--- src/rtl/speck_decrypt_core.sv ---
// Iterative Speck64/128 decryption core: 27-cycle key expansion into a round-key store, then 27 inverse rounds.
// Optional macro SPECK_DEC_KEY_CACHE_EN skips expansion when the key matches the last expanded key.
module speck_decrypt_core #(
    parameter int W = 32
) (
    input  logic           clk,
    input  logic           rst_n,
    input  logic           start,
    input  logic [4*W-1:0] key_in,
    input  logic [2*W-1:0] ct_in,
    output logic           busy,
    output logic           done,
    output logic [2*W-1:0] pt_out
);

    localparam int ROUNDS = 27;
    localparam int ALPHA  = 8;
    localparam int BETA   = 3;
    localparam logic [4:0] LAST_IDX = 5'(ROUNDS - 1);

    typedef enum logic [1:0] {IDLE, EXPAND, DECRYPT, DONE} state_t;

    state_t         state_q, state_d;
    logic [4:0]     idx_q, idx_d;
    logic [2*W-1:0] pt_q, pt_d;
    logic           hit;

    logic [W-1:0] x_q, y_q, k_q, l0_q, l1_q, l2_q;
    logic [W-1:0] rk_q [0:ROUNDS-1];
    logic [W-1:0] l_new, k_next, rk_sel, x_dec, y_dec;

    function automatic logic [W-1:0] rotr(input logic [W-1:0] v, input int s);
        return (v >> s) | (v << (W - s));
    endfunction

    function automatic logic [W-1:0] rotl(input logic [W-1:0] v, input int s);
        return (v << s) | (v >> (W - s));
    endfunction

    // l0_q..l2_q hold l[i], l[i+1], l[i+2] while k_q holds k[i] for the current idx
    assign l_new  = (k_q + rotr(l0_q, ALPHA)) ^ W'(idx_q);
    assign k_next = rotl(k_q, BETA) ^ l_new;
    assign rk_sel = rk_q[idx_q];
    assign y_dec  = rotr(x_q ^ y_q, BETA);
    assign x_dec  = rotl((x_q ^ rk_sel) - y_dec, ALPHA);

`ifdef SPECK_DEC_KEY_CACHE_EN
    logic [4*W-1:0] ckey_q;
    logic           cvalid_q, cvalid_d;

    assign hit = cvalid_q && (key_in == ckey_q);

    always_ff @(posedge clk) begin
        if (state_q == IDLE && start && !hit) ckey_q <= key_in;
    end

    always_ff @(posedge clk or negedge rst_n) begin
        if (!rst_n) cvalid_q <= 1'b0;
        else        cvalid_q <= cvalid_d;
    end

    always_comb begin
        cvalid_d = cvalid_q;
        if (state_q == IDLE && start && !hit)          cvalid_d = 1'b0;
        else if (state_q == EXPAND && idx_q == LAST_IDX) cvalid_d = 1'b1;
    end
`else
    assign hit = 1'b0;
`endif

    always_ff @(posedge clk or negedge rst_n) begin
        if (!rst_n) begin
            state_q <= IDLE;
            idx_q   <= '0;
            pt_q    <= '0;
        end else begin
            state_q <= state_d;
            idx_q   <= idx_d;
            pt_q    <= pt_d;
        end
    end

    always_comb begin
        state_d = state_q;
        idx_d   = idx_q;
        pt_d    = pt_q;
        unique case (state_q)
            IDLE: begin
                if (start) begin
                    state_d = hit ? DECRYPT : EXPAND;
                    idx_d   = hit ? LAST_IDX : 5'd0;
                end
            end
            EXPAND: begin
                if (idx_q == LAST_IDX) begin
                    state_d = DECRYPT;
                    idx_d   = LAST_IDX;
                end else begin
                    idx_d = idx_q + 5'd1;
                end
            end
            DECRYPT: begin
                if (idx_q == 5'd0) begin
                    state_d = DONE;
                    pt_d    = {x_dec, y_dec};
                end else begin
                    idx_d = idx_q - 5'd1;
                end
            end
            DONE: state_d = IDLE;
            default: state_d = IDLE;
        endcase
    end

    // Datapath and round-key store carry no reset; they are always reloaded before use
    always_ff @(posedge clk) begin
        if (state_q == IDLE && start) begin
            x_q  <= ct_in[2*W-1:W];
            y_q  <= ct_in[W-1:0];
            k_q  <= key_in[W-1:0];
            l0_q <= key_in[2*W-1:W];
            l1_q <= key_in[3*W-1:2*W];
            l2_q <= key_in[4*W-1:3*W];
        end else if (state_q == EXPAND) begin
            rk_q[idx_q] <= k_q;
            k_q         <= k_next;
            l0_q        <= l1_q;
            l1_q        <= l2_q;
            l2_q        <= l_new;
        end else if (state_q == DECRYPT) begin
            x_q <= x_dec;
            y_q <= y_dec;
        end
    end

    assign busy   = (state_q != IDLE);
    assign done   = (state_q == DONE);
    assign pt_out = pt_q;

endmodule

--- config.mk ---
export PLATFORM = sky130hd
export DESIGN_NAME = speck_decrypt_core
export DESIGN_NICKNAME = d
export VERILOG_FILES = /design/src/rtl/speck_decrypt_core.sv
export SDC_FILE = /design/constraint.sdc
export NUM_CORES = 1
export LEC_CHECK = 0
export CORE_UTILIZATION = 40
export DETAILED_ROUTE_END_ITERATION = 10
export GPL_TIMING_DRIVEN = 0
export HOLD_SLACK_MARGIN = 0.1
export PLACE_DENSITY = 0.64
export SYNTH_ARGS = -nofsm -noshare
export SYNTH_HDL_FRONTEND = slang
export SYNTH_SLANG_ARGS = --single-unit
--- constraint.sdc ---
create_clock -name clk -period 4.8 [get_ports clk]
set_input_delay 1.2 -clock clk [delete_from_list [all_inputs] [get_ports clk]]
set_output_delay 1.2 -clock clk [all_outputs]
set_load 0.05 [all_outputs]
Yosys cells after proc, flatten, opt, wreduce, memory -nomap -nowiden
Memory sizes are Yosys's and may differ from the RTL's. Cells that the tools add are included.

Memories kept: 1. Word-level logic and storage cells: 67. Output and inout port bits: 66. Flip-flop bits (word level): 263. Bits in writable memories: 864.

Memories: rk_q (words 27, width 32, read ports 1, clocked after Yosys merged registers in 0, write ports 1, line 29) `logic [W-1:0] rk_q [0:ROUNDS-1];`.

Eq/ne operators: 9. Reduce and logical (&&, ||, !) cells: 11. Muxes and demuxes: 25. Bitwise gates (word level): 8. Add/sub/neg operators: 4.

Operators with widths (count): 32-bit 2-to-1 mux (14); 32-bit bitwise XOR (3); 32-bit adder (1); 24-bit by 32-bit OR with 32-bit output (1); 29-bit by 32-bit OR with 32-bit output (1); 32-bit by 3-bit OR with 32-bit output (1); 32-bit by 8-bit OR with 32-bit output (1); 32-bit subtractor (1); 32-bit by 5-bit bitwise XOR with 32-bit output (1); 5-bit 2-to-1 mux (3); 5-bit case mux with 3 select lines (1); 2-bit inequality test, second input constant (5); 2-bit case mux with 4 select lines (1); 2-bit 2-to-1 mux (3); 3-bit AND reduction (2); 2-bit nonzero test (3); 5-bit by 1-bit adder with 5-bit output, second input constant (1); 5-bit equality test, second input constant (1); 5-bit logical NOT (1); 5-bit by 1-bit subtractor with 5-bit output, second input constant (1); 2-bit equality test, second input constant (2); 2-bit AND reduction (2); 1-bit 2-to-1 mux (3); 3-bit nonzero test (1); 3 further kinds (3).

Longest topological paths before layout
Gate-level depths: netlist of run 1.

Depth in word-level cells: 7. Mapped depth: 22. Mapped depth without buffers: 17.

Least setup slack after synthesis of run 1
No wires, ideal clock.

Kind: input to register. From: in start. To: reg x_q[0] (enable). Data arrival time: 4.732 ns. Cell stages on the path: 6. Required time: 4.314 ns. Slack: -0.418 ns. Library setup time: 0.486 ns. Cell sequence: inv_1 > nor2_1 > clkbuf_1 > clkbuf_1 > nor2_1 > nor2_1.

Cells in the longest elaborated chain, start to end: 3. Elaborated cells between the ends (all ways): 4. Classes of those cells: eq/ne (1); reduce/logical (3).

Ends and longest elaborated chain: from (decl) (line 8) `input logic start,`; 1-bit logical AND (*) (line 117) `if (state_q == IDLE && start) begin`; 2-bit inequality test (no line) / 2-bit nonzero test (equally long branches); 2-bit AND reduction (no line) (*); to (signal assigned) (line 118) `x_q <= ct_in[2*W-1:W];`; to (decl) (line 28) `logic [W-1:0] x_q, y_q, k_q, l0_q, l1_q, l2_q;`.

Mark *: on every way between the ends. The rest lies on a longest branch, timed or not. A chain may end at the register's enable or synchronous reset.

Worst setup path in the final report of run 1
From: reg idx_q[0]. To: reg x_q[3], data pin.

Cells in the longest elaborated chain, start to end: 7.

Ends and longest elaborated chain: from (decl) (line 24) `logic [4:0] idx_q, idx_d;`; from (signal assigned) (line 78) `idx_q <= idx_d;`; memory read 27 x 32 bit; 32-bit bitwise XOR (line 45) `assign x_dec = rotl((x_q ^ rk_sel) - y_dec, ALPHA);`; 32-bit subtractor (line 45); 32-bit by 8-bit OR with 32-bit output (line 37) `return (v << s) | (v >> (W - s));`; 32-bit 2-to-1 mux (line 130) `end else if (state_q == DECRYPT) begin`; 32-bit 2-to-1 mux (line 124) `end else if (state_q == EXPAND) begin`; 32-bit 2-to-1 mux (line 117).

No other way between the ends. The select of a mux whose other input is x is not followed.

==> results of run 1 <==
==> final cells by class <==
class                      count  area, µm²
timing repair buffer         369       4020
clock buffer                 137       2960
buffer                       138       1070
clock inverter                68        653
multi-input combinational   1669      14800
sequential                  1127      33500
fill                        9813      59300
tap                         1600       2000
antenna                        1       2.50
inverter                      29        111
==> what timing repair did <==
item                       4_1_cts  5_1_grt
pin swaps                       45       39
hold endpoints to repair         0        0
gates cloned                     2        0
resized for setup              293       94
setup endpoints to repair       62       63
setup buffers                   47       25
==> state kept, by name, summed over array words and instances, names as in the netlist <==
signal,flops
idx_q,5
k_q,32
l0_q,32
l1_q,32
l2_q,32
pt_out,64
rk_q,864
state_q,2
x_q,32
y_q,32
==> critical path, stage by stage (launching register included) <==
cell and delay (ns):
sky130_fd_sc_hd__dfrtp_1 0.37, sky130_fd_sc_hd__buf_6 0.14, sky130_fd_sc_hd__buf_12 0.15, sky130_fd_sc_hd__buf_12 0.14
sky130_fd_sc_hd__buf_12 0.12, sky130_fd_sc_hd__buf_8 0.13, sky130_fd_sc_hd__buf_6 0.10, sky130_fd_sc_hd__mux4_2 0.47
sky130_fd_sc_hd__mux4_2 0.54, sky130_fd_sc_hd__mux2i_4 0.38, sky130_fd_sc_hd__xnor2_2 0.17, sky130_fd_sc_hd__ha_1 0.28
sky130_fd_sc_hd__a21oi_1 0.16, sky130_fd_sc_hd__o21ai_1 0.11, sky130_fd_sc_hd__a31oi_4 0.19, sky130_fd_sc_hd__a21oi_4 0.10
sky130_fd_sc_hd__o31ai_4 0.30, sky130_fd_sc_hd__inv_2 0.07, sky130_fd_sc_hd__a2111oi_4 0.36, sky130_fd_sc_hd__xnor2_2 0.19
sky130_fd_sc_hd__mux2_4 0.30
==> path summary, 6_finish.rpt <==
| check | slack [ns] | start | end |
|---|---|---|---|
| max | -0.23 | idx_q[0] | x_q[3] |
| min | 0.37 | rst_n | pt_out[51] |
| max reg2reg | -0.23 | idx_q[0] | x_q[3] |
| min reg2reg | 0.48 | pt_out[24] | pt_out[24] |
| max in group asynchronous | 3.80 | rst_n | idx_q[2] |
| min in group clk | 0.48 | pt_out[24] | pt_out[24] |
==> layer usage <==
layer  GRT usage (%)  wire length, µm
met2            37.5            69500
met4            6.54             3820
met5               0               22
met1            32.6            58000
met3            3.07            11100
==> metrics by stage <==
stage / setup WS [ns] / hold slack [ns] / area (µm²) / cells
after global placement: -3.58 / 0.467 / 52500 / 4829
after floorplan: 0.141 / 0.491 / 47900 / 2969
after CTS: -0.187 / 0.342 / 58500 / 5114
after detailed placement: -2.02 / 0.473 / 53300 / 4863
after global routing: -0.320 / 0.369 / 59100 / 5138
final: -0.232 / 0.367 / 59100 / 5138
==> logic make-up (layout without fill, tap and decap cells) <==
group | count (synthesis) | after routing | share of synthesized area, %
buf+inv | 173 | 741 | 1.49
mux | 329 | 329 | 12.3
flops | 1127 | 1127 | 69.9
other cells | 0 | 1 | 0
fa+ha+maj | 78 | 78 | 2.07
simple gates | 655 | 655 | 5.55
xor+xnor | 163 | 163 | 3.01
compound gates | 444 | 444 | 5.70
==> cell usage in the layout (no fill, tap or decap), types with 10 or more instances in the layout <==
| cell type | n |
|---|---|
| sky130_fd_sc_hd__edfxtp_1 | 1056 |
| sky130_fd_sc_hd__nand2_1 | 443 |
| sky130_fd_sc_hd__clkdlybuf4s50_1 | 259 |
| sky130_fd_sc_hd__mux4_2 | 203 |
| sky130_fd_sc_hd__o21ai_0 | 126 |
| sky130_fd_sc_hd__clkbuf_16 | 115 |
| sky130_fd_sc_hd__a21oi_1 | 102 |
| sky130_fd_sc_hd__nor2_1 | 100 |
| sky130_fd_sc_hd__xnor2_1 | 99 |
| sky130_fd_sc_hd__clkbuf_1 | 85 |
| sky130_fd_sc_hd__mux2i_1 | 81 |
| sky130_fd_sc_hd__dfrtp_1 | 69 |
| sky130_fd_sc_hd__buf_4 | 64 |
| sky130_fd_sc_hd__ha_1 | 64 |
| sky130_fd_sc_hd__buf_12 | 45 |
| sky130_fd_sc_hd__xor2_1 | 40 |
| sky130_fd_sc_hd__a21o_1 | 28 |
| sky130_fd_sc_hd__o211ai_1 | 25 |
| sky130_fd_sc_hd__mux2_2 | 25 |
| sky130_fd_sc_hd__inv_1 | 24 |
| sky130_fd_sc_hd__buf_6 | 23 |
| sky130_fd_sc_hd__clkinv_2 | 22 |
| sky130_fd_sc_hd__clkinv_1 | 21 |
| sky130_fd_sc_hd__nor2_4 | 18 |
| sky130_fd_sc_hd__a21oi_2 | 17 |
| sky130_fd_sc_hd__o21ai_1 | 17 |
| sky130_fd_sc_hd__clkbuf_2 | 15 |
| sky130_fd_sc_hd__xnor2_2 | 14 |
| sky130_fd_sc_hd__o22ai_1 | 13 |
| sky130_fd_sc_hd__buf_8 | 12 |
| sky130_fd_sc_hd__a31oi_1 | 11 |
| sky130_fd_sc_hd__nor2b_1 | 11 |
| sky130_fd_sc_hd__mux2i_4 | 11 |
| sky130_fd_sc_hd__and2_2 | 10 |
| sky130_fd_sc_hd__bufinv_16 | 10 |
==> qor.yml, run 1 <==
run_status:
  failing_checks: "setup timing"
  outcome: "finished, violations left"
route:
  route.antenna.remaining_nets: 0
  route.detailed.drc: 0
  post_dr_vias_cell: 5.69
  drt_first_iter_violations: 3524
  detail_route.first_pass.iterations: 5
  routed_wl_um: 142000
  route.vias.total: 29200
  detail_route.wl_per_cell_um: 27.7
synthesis:
  number_of_warnings_issued_by_yosys: 0
  synth_area_per_cell_um2: 16.1
  synthCells: 2969
  yosys.area.top_type_share_pct: 66.2
  synth_edf_count: 1056
  top_flip_flop_cell_by_instance_count_after_synthesis: "sky130_fd_sc_hd__edfxtp_1"
  synth.top_cells.by_area: "sky130_fd_sc_hd__edfxtp_1 66%, sky130_fd_sc_hd__mux4_2 9.5%, sky130_fd_sc_hd__dfrtp_1 3.7%, sky130_fd_sc_hd__nand2_1 3.5%, sky130_fd_sc_hd__xnor2_1 2.1%"
  synth_fp_nets: 3242
  post_synth_most_frequent_cells: "1056 x sky130_fd_sc_hd__edfxtp_1, 451 x sky130_fd_sc_hd__nand2_1, 203 x sky130_fd_sc_hd__mux4_2, 147 x sky130_fd_sc_hd__o21ai_0, 124 x sky130_fd_sc_hd__a21oi_1"
  synth.largest_area_cell: "sky130_fd_sc_hd__edfxtp_1"
  netlist-cell-type-count: 72
  yosys.cell_count.top_type: "sky130_fd_sc_hd__edfxtp_1"
  yosys_register_bits: 1127
  synth_sequential_area_ratio_pct: 69.9
  mappedNetlistArea_um2: 47900
  async_flop_share_pct: 6.30
clocking:
  clock_path_buffers: 3
  cts_tree: "yes"
  insertion_delay_ns: 0.71
  hold_buffers: 0
  numCtsBuffers: 113
  cts_htree_levels: 3
  clkSinkCount: 1127
  root_buffer_cell: "sky130_fd_sc_hd__clkbuf_16"
  cts.clk_slew.worst_paths_ns: 0.07
final_layout:
  syn2layout_area_growth_pct: 23.5
  final_layout_size_suffix_gt1_share_pct: 21.3
  finalCoreUtilization_pct: 50.0
  layout.nets: 3720
floorplanning:
  placement_rows: 126
  initial_core_util_pct: 40.4
  dieArea_um2: 121000
  fp.dieH_um: 348
  coreArea_um2: 118000
  io_pins: 261
  die_x_um: 348
sta:
  final-max-slew-violation-count: 0
  finalHoldViolCount: 0
  timing.max_slew.rel_slack_pct: 4.58
  highest_clock_frequency_the_design_can_meet_mhz: 199
  max_slew.worst_pin.slew_ns: 1.43
  crit_share_post_route_pct: 105
  post-route-min-period_ns: 5.03
  post-route-worst-setup-slack_ns: -0.232
  fin_skew_ns: 0.0345
  fin_tns_setup_ns: -2.48
  unrepaired_setup_endpoints_after_global_routing: "yes"
  finalSetupViolCount: 23
place:
  globalplace.congestion: 0.879
  hpwlAfterDp_um: 97600
  portBuffers: 260
hold_path:
  worstHoldPathType: "in -> async"
setup_path:
  worst_setup_path_end_kind: "flop"
  ff2ff_path_depth: 20
  worstPathArrival_ns: 5.49
  crit_path_kind: "reg -> reg"
  critPathLaunchType: "flop"
  path_max_fanout: 7
  cp.required_ns: 5.26
global_route:
  grt_use_total_pct: 23.1
  total_gr_overflow: 0
  via_count_of_the_first_global_routing_pass: 28100
  antenna_found_initial: 3
  grt_first_pass_wirelength_um: 200000
  grt_max_degree: 115
job:
  max_cap_viol_count: 0
Power of run 1 is not shown: default switching activity piles up to over one toggle a cycle in this logic, so the estimate is an artifact.
==> run 2, diff against run 1 <==
--- a/config.mk
+++ b/config.mk
@@ -5,11 +5,10 @@
 export SDC_FILE = /design/constraint.sdc
 export NUM_CORES = 1
 export LEC_CHECK = 0
+export ABC_CLOCK_PERIOD_IN_PS = 4800
 export CORE_UTILIZATION = 40
 export DETAILED_ROUTE_END_ITERATION = 10
-export GPL_TIMING_DRIVEN = 0
 export HOLD_SLACK_MARGIN = 0.1
-export PLACE_DENSITY = 0.64
 export SYNTH_ARGS = -nofsm -noshare
 export SYNTH_HDL_FRONTEND = slang
 export SYNTH_SLANG_ARGS = --single-unit
==> qor.yml, run 2 (synthesis results as in run 1) <==
setup_path:
  crit_path_kind: "reg -> reg"  # unchanged
  critPathLaunchType: "flop"  # unchanged
  worst_setup_path_end_kind: "flop"  # unchanged
  worstPathArrival_ns: 5.09  # was 5.49 ns
  cp.required_ns: 5.25  # was 5.26 ns
  path_max_fanout: 11  # was 7
power:
  power_leakage_nw: 19.9
  cellPowerDensity_nw_per_um2: 826
  vdd.ir_drop.worst_mv: 0.629
route:
  route.detailed.drc: 0  # unchanged
  routed_wl_um: 139000  # was 142000 µm
  detail_route.first_pass.iterations: 5  # unchanged
  route.antenna.remaining_nets: 0  # unchanged
  route.vias.total: 28200  # was 29200
  detail_route.wl_per_cell_um: 27.1  # was 27.7 µm
  post_dr_vias_cell: 5.50  # was 5.69
  drt_first_iter_violations: 3173  # was 3524
place:
  placed_cell_area_um2: 54000  # was 53300 µm²
  hpwlAfterDp_um: 88200  # was 97600 µm
  setup_slack_at_placement_ns: -0.0379  # was -2.02 ns
  portBuffers: 260  # unchanged
  globalplace.congestion: 0.902  # was 0.879
sta:
  max_slew.worst_pin.slew_ns: 1.07  # was 1.43 ns
  final-max-slew-violation-count: 0  # unchanged
  crit_share_post_route_pct: 96.5  # was 105%
  fin_skew_ns: 0.0387  # was 0.0345 ns
  finalSetupViolCount: 0  # was 23
  unrepaired_setup_endpoints_after_global_routing: "yes"  # unchanged
  post-route-worst-setup-slack_ns: 0.168  # was -0.232 ns
  timing.max_slew.rel_slack_pct: 28.6  # was 4.58%
  finalHoldViolCount: 0  # unchanged
  post-route-min-period_ns: 4.63  # was 5.03 ns
  highest_clock_frequency_the_design_can_meet_mhz: 216  # was 199 MHz
  final.hold.worst_slack_ns: 0.484  # was 0.367 ns
floorplanning:
  dieArea_um2: 121000  # unchanged
  fp.dieH_um: 348  # unchanged
  coreArea_um2: 118000  # unchanged
  initial_core_util_pct: 40.4  # unchanged
  die_x_um: 348  # unchanged
  io_pins: 261  # unchanged
  placement_rows: 126  # unchanged
job:
  max_cap_viol_count: 0  # unchanged
run_status:
  outcome: "complete, no violations"  # was finished, violations left
final_layout:
  syn2layout_area_growth_pct: 21.4  # was 23.5%
  final_layout_size_suffix_gt1_share_pct: 20.4  # was 21.3%
  largest_register_ffs: 864  # unchanged
  filler_cell_count: 9869  # was 9813
  layout.nets: 3699  # was 3720
  layout.cells.most_common: "sky130_fd_sc_hd__edfxtp_1"  # unchanged
  register_name_with_the_most_flops: "rk_q"  # unchanged
  finalInstanceArea_um2: 58100  # was 59100 µm²
  commonest_cells_after_routing_fill_and_taps_aside: "1056 x sky130_fd_sc_hd__edfxtp_1, 448 x sky130_fd_sc_hd__nand2_1, 259 x sky130_fd_sc_hd__clkdlybuf4s50_1, 203 x sky130_fd_sc_hd__mux4_2, 188 x sky130_fd_sc_hd__buf_4"  # was 1056 x sky130_fd_sc_hd__edfxtp_1, 443 x sky130_fd_sc_hd__nand2_1, 259 x sky130_fd_sc_hd__clkdlybuf4s50_1, 203 x sky130_fd_sc_hd__mux4_2, 126 x sky130_fd_sc_hd__o21ai_0
global_route:
  grt_max_degree: 111  # was 115
  antenna_found_initial: 8  # was 3
  total_gr_overflow: 0  # unchanged
  grt_first_pass_wirelength_um: 195000  # was 200000 µm
  via_count_of_the_first_global_routing_pass: 27600  # was 28100
  grt_use_total_pct: 22.5  # was 23.1%
clocking:
  hold_buffers: 0  # unchanged
  clkSinkCount: 1127  # unchanged
  cts_htree_levels: 3  # unchanged
  clock_path_buffers: 3  # unchanged
  root_buffer_cell: "sky130_fd_sc_hd__clkbuf_16"  # unchanged
  numCtsBuffers: 112  # was 113
  insertion_delay_ns: 0.71  # about the same
  cts_tree: "yes"  # unchanged
  cts.clk_slew.worst_paths_ns: 0.06  # was 0.07 ns
hold_path:
  worstHoldPathType: "reg -> reg"  # was in -> async
==> run 2: cell types whose count changed in the layout (fill, tap and decap cells not counted), sizes merged <==
cell / change
bufbuf: -1
clkinv: -2
buf: +67
clkinvlp: -5
clkbuf: -72
clkdlybuf4s15: -3
diode: +1
==> run 2: final timing paths <==
check,slack (ns),cells after the start,start,end
setup / recovery,0.17,21,idx_q[0],x_q[0]
hold / removal,0.48,2,pt_out[27],pt_out[27]
setup reg to reg,0.17,21,idx_q[0],x_q[0]
hold reg to reg,0.48,2,pt_out[27],pt_out[27]
max in group asynchronous,3.33,2,rst_n,idx_q[3]
min in group asynchronous,0.52,1,rst_n,pt_out[53]
==> run 2: cell type report <==
type / instances / area, µm² / area share, %
Clock buffer: 148 / 2990 / 5.14
Sequential cell: 1127 / 33500 / 57.6
Antenna cell: 2 / 5.00 / 0.00861
Tap cell: 1600 / 2000 / 3.44
Multi-Input combinational cell: 1669 / 14100 / 24.3
Timing Repair Buffer: 487 / 4780 / 8.22
Clock inverter: 61 / 622 / 1.07
Inverter: 29 / 109 / 0.187
==> run 2: metrics by stage <==
stage	util (%)	setup TNS, ns	total power [W]	std cells
after CTS	48.7	0	0.0472	5103
after global placement	45.6	0	0.0383	4894
after floorplan	-	0	0.0293	2969
final	49.1	0	0.0480	5123
after global routing	49.1	-0.176	0.0506	5122
after detailed placement	45.6	-0.106	0.0384	4894
==> run 2: power breakdown <==
part           internal, W  total [W]  switching [W]
clock network      0.00492    0.00870        0.00378
registers           0.0145     0.0154       0.000901
logic              0.00959     0.0239         0.0143
==> run 2: worst max-delay path, cell delays in order (launching register included) <==
cell	delay [ns]
sky130_fd_sc_hd__dfrtp_4	0.44
sky130_fd_sc_hd__buf_12	0.14
sky130_fd_sc_hd__buf_12	0.17
sky130_fd_sc_hd__buf_8	0.18
sky130_fd_sc_hd__mux4_2	0.50
sky130_fd_sc_hd__mux4_2	0.49
sky130_fd_sc_hd__mux2i_1	0.16
sky130_fd_sc_hd__buf_4	0.18
sky130_fd_sc_hd__xnor2_1	0.09
sky130_fd_sc_hd__ha_1	0.21
sky130_fd_sc_hd__a21o_1	0.16
sky130_fd_sc_hd__a21o_1	0.17
sky130_fd_sc_hd__a21o_1	0.20
sky130_fd_sc_hd__a211oi_2	0.26
sky130_fd_sc_hd__o31ai_2	0.11
sky130_fd_sc_hd__a311oi_2	0.27
sky130_fd_sc_hd__buf_4	0.18
sky130_fd_sc_hd__buf_4	0.10
sky130_fd_sc_hd__xnor2_1	0.06
sky130_fd_sc_hd__buf_4	0.15
sky130_fd_sc_hd__nand2_1	0.07
sky130_fd_sc_hd__nand2_1	0.07
==> run 2: repair_timing <==
action / 4_1_cts / 5_1_grt
pin swaps: 1 / 21
gates cloned: 0 / 3
hold endpoints to repair: 0 / 0
endpoints found under the setup margin: 6 / 36
resized for setup: 3 / 74
setup buffers: 0 / 15
==> run 2: routing by layer <==
| layer | global-route usage, % | vias to the layer above | wire (µm) |
|---|---|---|---|
| met5 | 0 | - | 13 |
| met3 | 3.59 | 200 | 9170 |
| met4 | 6.53 | 2 | 3810 |
| met1 | 31.6 | 14600 | 58800 |
| met2 | 36.3 | 995 | 67000 |
| li1 | - | 12400 | - |
Note: power is estimated with default switching activity, not from simulation.
